[src/rtl/cnn_pkg.sv]
// Shared CNN datapath constants and small helpers.
package cnn_pkg;

  localparam int unsigned PIX_W = 8;

  function automatic logic [PIX_W-1:0] pix_max(input logic [PIX_W-1:0] a,
                                               input logic [PIX_W-1:0] b);
    return (a > b) ? a : b;
  endfunction

endpackage

[src/rtl/pool_line_buf.sv]
// Line buffer holding one row of horizontal pair maxima.
// One synchronous write port and one asynchronous read port.
module pool_line_buf
  import cnn_pkg::*;
#(
  parameter int unsigned DEPTH  = 16,
  parameter int unsigned ADDR_W = 4
) (
  input  logic              clk,
  input  logic              we,
  input  logic [ADDR_W-1:0] waddr,
  input  logic [PIX_W-1:0]  wdata,
  input  logic [ADDR_W-1:0] raddr,
  output logic [PIX_W-1:0]  rdata
);

  logic [PIX_W-1:0] mem [DEPTH];

  // No reset: every entry is rewritten in an even row before an odd row reads it.
  always_ff @(posedge clk) begin
    if (we) mem[waddr] <= wdata;
  end

  assign rdata = mem[raddr];

endmodule

[src/rtl/maxpool_2x2.sv]
// 2x2 stride-2 max pooling over a raster-order pixel stream.
// Even rows park pair maxima in a line buffer; odd rows finish the window.
module maxpool_2x2
  import cnn_pkg::*;
#(
  parameter int unsigned IMG_W = 32,
  parameter int unsigned IMG_H = 32
) (
  input  logic             clk,
  input  logic             rst,
  input  logic             in_valid,
  input  logic [PIX_W-1:0] in_data,
  output logic             out_valid,
  output logic [PIX_W-1:0] out_data,
  output logic             frame_done
);

  localparam int unsigned COL_W = $clog2(IMG_W);
  localparam int unsigned ROW_W = $clog2(IMG_H);
  localparam int unsigned AW    = (IMG_W / 2 > 1) ? $clog2(IMG_W / 2) : 1;

  logic [COL_W-1:0] col_q, col_d;
  logic [ROW_W-1:0] row_q, row_d;
  logic [PIX_W-1:0] hold_q, hold_d;
  logic [PIX_W-1:0] out_data_q, out_data_d;
  logic             out_valid_q, out_valid_d;
  logic             frame_done_q, frame_done_d;

  logic             col_last, row_last;
  logic             lb_we;
  logic [AW-1:0]    lb_addr;
  logic [PIX_W-1:0] lb_wdata, lb_rdata, win_max;

  assign col_last = (col_q == COL_W'(IMG_W - 1));
  assign row_last = (row_q == ROW_W'(IMG_H - 1));
  assign lb_addr  = AW'(col_q >> 1);
  assign lb_wdata = pix_max(hold_q, in_data);
  assign win_max  = pix_max(pix_max(lb_rdata, hold_q), in_data);
  assign lb_we    = in_valid && !rst && col_q[0] && !row_q[0];

  pool_line_buf #(
    .DEPTH  (IMG_W / 2),
    .ADDR_W (AW)
  ) u_line_buf (
    .clk   (clk),
    .we    (lb_we),
    .waddr (lb_addr),
    .wdata (lb_wdata),
    .raddr (lb_addr),
    .rdata (lb_rdata)
  );

  always_comb begin
    col_d        = col_q;
    row_d        = row_q;
    hold_d       = hold_q;
    out_valid_d  = 1'b0;
    out_data_d   = out_data_q;
    frame_done_d = 1'b0;
    if (in_valid) begin
      if (!col_q[0]) begin
        hold_d = in_data;
      end else if (row_q[0]) begin
        out_valid_d  = 1'b1;
        out_data_d   = win_max;
        frame_done_d = row_last && col_last;
      end
      if (col_last) begin
        col_d = '0;
        row_d = row_last ? '0 : row_q + ROW_W'(1);
      end else begin
        col_d = col_q + COL_W'(1);
      end
    end
  end

  always_ff @(posedge clk) begin
    if (rst) begin
      col_q        <= '0;
      row_q        <= '0;
      hold_q       <= '0;
      out_valid_q  <= 1'b0;
      out_data_q   <= '0;
      frame_done_q <= 1'b0;
    end else begin
      col_q        <= col_d;
      row_q        <= row_d;
      hold_q       <= hold_d;
      out_valid_q  <= out_valid_d;
      out_data_q   <= out_data_d;
      frame_done_q <= frame_done_d;
    end
  end

  assign out_valid  = out_valid_q;
  assign out_data   = out_data_q;
  assign frame_done = frame_done_q;

endmodule

[config.mk]
export PLATFORM = sky130hd
export DESIGN_NAME = maxpool_2x2
export DESIGN_NICKNAME = d
export VERILOG_FILES = /design/src/rtl/cnn_pkg.sv /design/src/rtl/pool_line_buf.sv /design/src/rtl/maxpool_2x2.sv
export SDC_FILE = /design/constraint.sdc
export NUM_CORES = 1
export LEC_CHECK = 0
export CORE_MARGIN = 8
export CORE_UTILIZATION = 55
export CTS_CLUSTER_SIZE = 25
export DETAILED_ROUTE_END_ITERATION = 12
export DONT_BUFFER_PORTS = 1
export PLACE_DENSITY = 0.73
export SLEW_MARGIN = 20
export SYNTH_ARGS = -nofsm -noshare
export SYNTH_HDL_FRONTEND = slang
export SYNTH_SLANG_ARGS = --single-unit
[constraint.sdc]
create_clock -name clk -period 6.2 [get_ports clk]
set_input_delay 1.24 -clock clk [delete_from_list [all_inputs] [get_ports clk]]
set_output_delay 1.24 -clock clk [all_outputs]
set_load 0.01 [all_outputs]
---- Word-level counts from Yosys, hierarchy flattened ----
Memory sizes are Yosys's and may differ from the RTL's. A register that Yosys moved wholly into a read port is not among the register bits.
Cells that the tools add are included.
storage, ports and cells
  flip-flop bits (word level) ............. 28
  bits in writable memories ............... 128
  bits of input ports ..................... 11
  output and inout port bits .............. 10
  word-level logic and storage cells ...... 38
  memories ................................ 1
memory list
  memory          depth  bits a word  rd ports  clocked after Yosys merged registers in  wr ports  RTL line             RTL
  u_line_buf.mem  16     8            1         1                                        1         pool_line_buf.sv:17  logic [PIX_W-1:0] mem [DEPTH];
operators by class
  add/subtract/negate cells ............... 2
  magnitude comparators ................... 3
  equality and inequality tests ........... 2
  multiplexer cells ....................... 10
  bitwise logic cells ..................... 3
  reductions and logical operators ........ 11
operators with widths
  kind                                         number
  greater-than comparator 8 bit                3
  2-to-1 mux 8 bit                             3
  adder 5 x 1 -> 5 bit, second input constant  2
  == test 5 bit, second input constant         2
  2-to-1 mux 5 bit                             2
  2-to-1 mux 4 bit                             2
  logical AND 1 bit                            4
  AND reduction 2 bit                          2
  OR reduction 4 bit                           1
  2-to-1 mux 1 bit                             3
  NOT 1 bit                                    3
  AND reduction 3 bit                          1
  OR reduction 3 bit                           1
  zero test 1 bit                              2

---- Longest topological paths before layout ----
  depth after elaboration ................. 6
  depth in mapped cells ................... 18
  depth with buffers taken out ............ 15

---- Hierarchy ----
A second synthesis with hierarchy kept.
unflattened totals
  cell total of the unflattened synthesis .. 444
  area total of the unflattened synthesis .. 6877.8 sq um
modules (own cells, without submodules)
  module         instances  cells an instance  area each (sq um)  sequential area each (sq um)
  pool_line_buf  1          221                4987.3             3843.7
  maxpool_2x2    1          223                1890.6             560.5

---- Worst setup path before layout ----
OpenSTA, ideal clock, no wires.
  kind .................................... reg2reg
  start point ............................. reg (tool-made name)
  end point ............................... reg out_data_q[1], in the netlist out_data[1]
  library setup time ...................... 117 ps
  data arrival time ....................... 4449 ps
  required time ........................... 6083 ps
  slack ................................... 1634 ps
  cell stages (with the launch flop) ...... 19
  path buffers ............................ 3
  period minus slack after synthesis ...... 4566 ps
  path through ............................ dfxtp_1 buf_6 buf_4 mux4_2 a22oi_1 nand2_1 ha_1 and3_1 a221o_1 a22oi_2 mux2_2 ha_1 a21o_1 a21oi_1 a21oi_1 o21ba_1 buf_1 mux2_2 a22o_1
RTL lines
  element               RTL line           RTL
  end signal, assigned  maxpool_2x2.sv:90  out_data_q <= out_data_d;
  end, declared         maxpool_2x2.sv:25  logic [PIX_W-1:0] out_data_q, out_data_d;

==> impl_metrics.csv <==
group,metric,value,unit
logic_synthesis,synth_edf_count,128,
timing,final_max_slew_viol_count,0,
cells_and_area,drive_gt1_frac,0.1991,
timing,max_freq,194.0,MHz
worst_setup_path,cp-endpoint,"out_data[7]",
worst_setup_path,timing.critical_path.required,6.51,ns
logic_synthesis,syn_nets,484,
floorplanning,rows,41,
place,dp_hpwl,9123,um
power_and_ir_drop,power_frac_comb,0.073,
worst_setup_path,critPathLaunchType,"register",
cells_and_area,syn_to_final_growth,11.90,%
drt,drt-total-wl,13550,um
power_and_ir_drop,peakVddDrop,0.2828,mV
cells_and_area,layout.nets,493,
timing,hold_viol_final,0,
clocking,htreeDepth,4,
cells_and_area,num_antenna_cells,0,
clocking,cts_tree,"yes",
floorplanning,dieArea,16440,um^2
timing,fin_crit,5.154,ns
global_route,grt_pass1_vias,3909,
drt,dr_total_vias,3841,
timing,finClkSkew,0.009885,ns
drt,drt-wirelength-per-cell,21.21,um
logic_synthesis,syn_avg_cell_area,15.57,um^2
logic_synthesis,yosys.area.top_type,"edfxtp_1",
floorplanning,initial_utilization,0.5557,
job,cap_violations,0,
drt,drt_iter0_drc,380,
status,status,"finished, final reports clean",
logic_synthesis,synth_area,6927,um^2
global_route,grt_use_total,0.1801,
cells_and_area,fillCellCount,887,
clocking,post_cts_buffers,0,
drt,drt_first_pass_iters,5,
worst_setup_path,r2r-end,"out_data[7]",
cells_and_area,final_area,7751,um^2
logic_synthesis,ys_seq_area_frac,0.6474,
power_and_ir_drop,p_switching,504.4,uW
logic_synthesis,netlist_top_cells_count,"edfxtp_1 (128), dfxtp_1 (32), nand2_1 (31)",
drt,drc_errors,0,
logic_synthesis,yosysMostFrequentCell,"edfxtp_1",
timing,slew_headroom,0.3990,
clocking,ctsResizeCount,0,
drt,via_per_inst,6.011,
logic_synthesis,ys_seq_elements,160,
logic_synthesis,ys_warn_count,0,
floorplanning,die_h,128.2,um
place,gp_congestion,0.8170,
worst_setup_path,reg2regPathDepth,16,
clocking,cts_root_buffer,"clkbuf_16",
worst_setup_path,crit_arrival,5.46,ns
clocking,insertion_delay,0.43,ns
worst_setup_path,critPathMaxFanout,23,
clocking,cts_made_buffers,17,
global_route,gr-total-overflow,0,
logic_synthesis,yosysTopAreaCellShare,0.5549,
power_and_ir_drop,clkPwrFrac,0.428,
global_route,grt_pass1_wl,21790,um
clocking,cts_sinks,160,
worst_setup_path,crit_path_end_kind,"register",
power_and_ir_drop,power.density,306.7,nW/um^2
power_and_ir_drop,total_power,2.377,mW
power_and_ir_drop,netSwitchingFraction,0.2122,
timing,fin_tns_setup,0,ns
global_route,grt_start_max_net_pins,24,
floorplanning,top_level_ports,21,
min_path,hold_path.class,"register to register",
power_and_ir_drop,p_seq_frac,0.499,
timing,setup_violations,0,
logic_synthesis,ys_async_sr_fraction,0,
place,io_buffers,0,
logic_synthesis,yosysUniqueCellTypes,44,
logic_synthesis,synth_area_leaders,"edfxtp_1 (55%), dfxtp_1 (9.2%), mux4_2 (9.1%), ha_1 (5.1%), mux2_2 (2.1%)",
worst_setup_path,worst-setup-path-type,"register to register",
timing,rsz0062_at_grt,"false",
drt,ant_nets,0,
clocking,path_clk_slew,0.06,ns
power_and_ir_drop,p_leak,2.697,nW
clocking,clockBufferDepth,2,
place,dpl_cell_area,7139,um^2
global_route,antenna_found_initial,0,
worst_setup_path,r2r_setup_slack,1.05,ns
timing,period_share,0.8313,
power_and_ir_drop,p_int,1.873,mW
clocking,cts_hold_buf,0,
floorplanning,die_x,128.2,um
logic_synthesis,synthFlopType,"edfxtp_1",
timing,worst_pin_slew,0.8982,ns
logic_synthesis,postSynthCellCount,445,
floorplanning,coreArea,12470,um^2
min_path,hold_start,"row_q[4]",
per-stage QoR:
stage,hold WS [ns],setup WS (ns),instances,utilization
2_1_floorplan,0.4406,1.634,445,-
3_3_place_gp,0.4407,1.178,607,0.5715
3_5_place_dp,0.4514,1.080,607,0.5727
4_1_cts,0.4600,1.056,639,0.6204
5_1_grt,0.4868,0.7823,639,0.6218
6_report,0.4579,1.046,639,0.6218
metal layers:
metal / vias up / GRT usage / share of wire
met4: 0 / 0.05944 / 0.011
li1: 1762 / - / -
met3: 13 / 0.04700 / 0.054
met1: 1968 / 0.2333 / 0.44
met2: 98 / 0.2891 / 0.50
met5: - / 0 / 0
final cells by class:
class	instances	area [um^2]	share of cell area
clock buffers	27	556.8	0.07183
well taps	172	215.2	0.02776
repair buffers	10	87.58	0.01130
multi-input cells	247	2301	0.2969
flip-flops and latches	160	4486	0.5787
inverters	18	67.56	0.008717
clock inverters	5	37.54	0.004843
cell families (layout without fill, tap and decap cells):
group           after synthesis  after routing  share of synthesized area
flops                       160            160                     0.6474
simple gates                 95             95                    0.06557
compound gates               66             66                    0.06322
mux                          58             58                     0.1476
buf+inv                      38             60                    0.02565
fa+ha+maj                    28             28                    0.05058
sequential cells by signal (all words and copies together) (netlist names), named ones only:
signal          count
frame_done          1
u_line_buf.mem    128
out_data            8
hold_q              8
out_valid           1
row_q               5
col_q               5
placed cells by master (no fill, tap or decap), drive strengths merged, types with 3 or more instances in the layout:
cell    instances
o21ai           7
clkinv          3
nand3           4
and3            5
a21o            3
nor3            7
inv            20
nand4           5
nand2          31
a21oi          24
a22o           10
nor2b           4
a22oi          15
nor2           25
nand2b          5
edfxtp        128
mux2           15
ha             28
clkbuf         27
mux2i          11
dfxtp          32
buf            10
mux4           32
worst max-delay path: stages, from the launching register on:
cell and delay (ns):
dfxtp_2 0.55, buf_12 0.27, mux4_2 0.54, a22oi_1 0.29
nand2_1 0.11, ha_1 0.28, and3_1 0.19, a221o_1 0.35
a22oi_2 0.39, mux2_2 0.42, ha_1 0.32, a21o_1 0.12
a21oi_1 0.06, a21oi_1 0.14, o21ba_1 0.39, mux2_2 0.38
a22o_1 0.20
power by group through the flow:
stage	logic, mW	clock network (mW)	registers (mW)
final	0.174	1.02	1.19
after floorplan	0.134	0	1.20
after detailed placement	0.171	0	1.21
after global routing	0.193	1.08	1.19
after global placement	0.165	0	1.21
after CTS	0.173	1.03	1.19
worst min-delay path by stage:
stage,slack (ns),to,cells past startpoint
floorplan,0.44,row_q[4],2
global placement,0.44,row_q[4],2
detailed placement,0.45,row_q[4],2
CTS,0.46,row_q[4],2
global route,0.49,row_q[4],2
finish,0.46,row_q[4],2
Power figures use the tool's default switching activity.
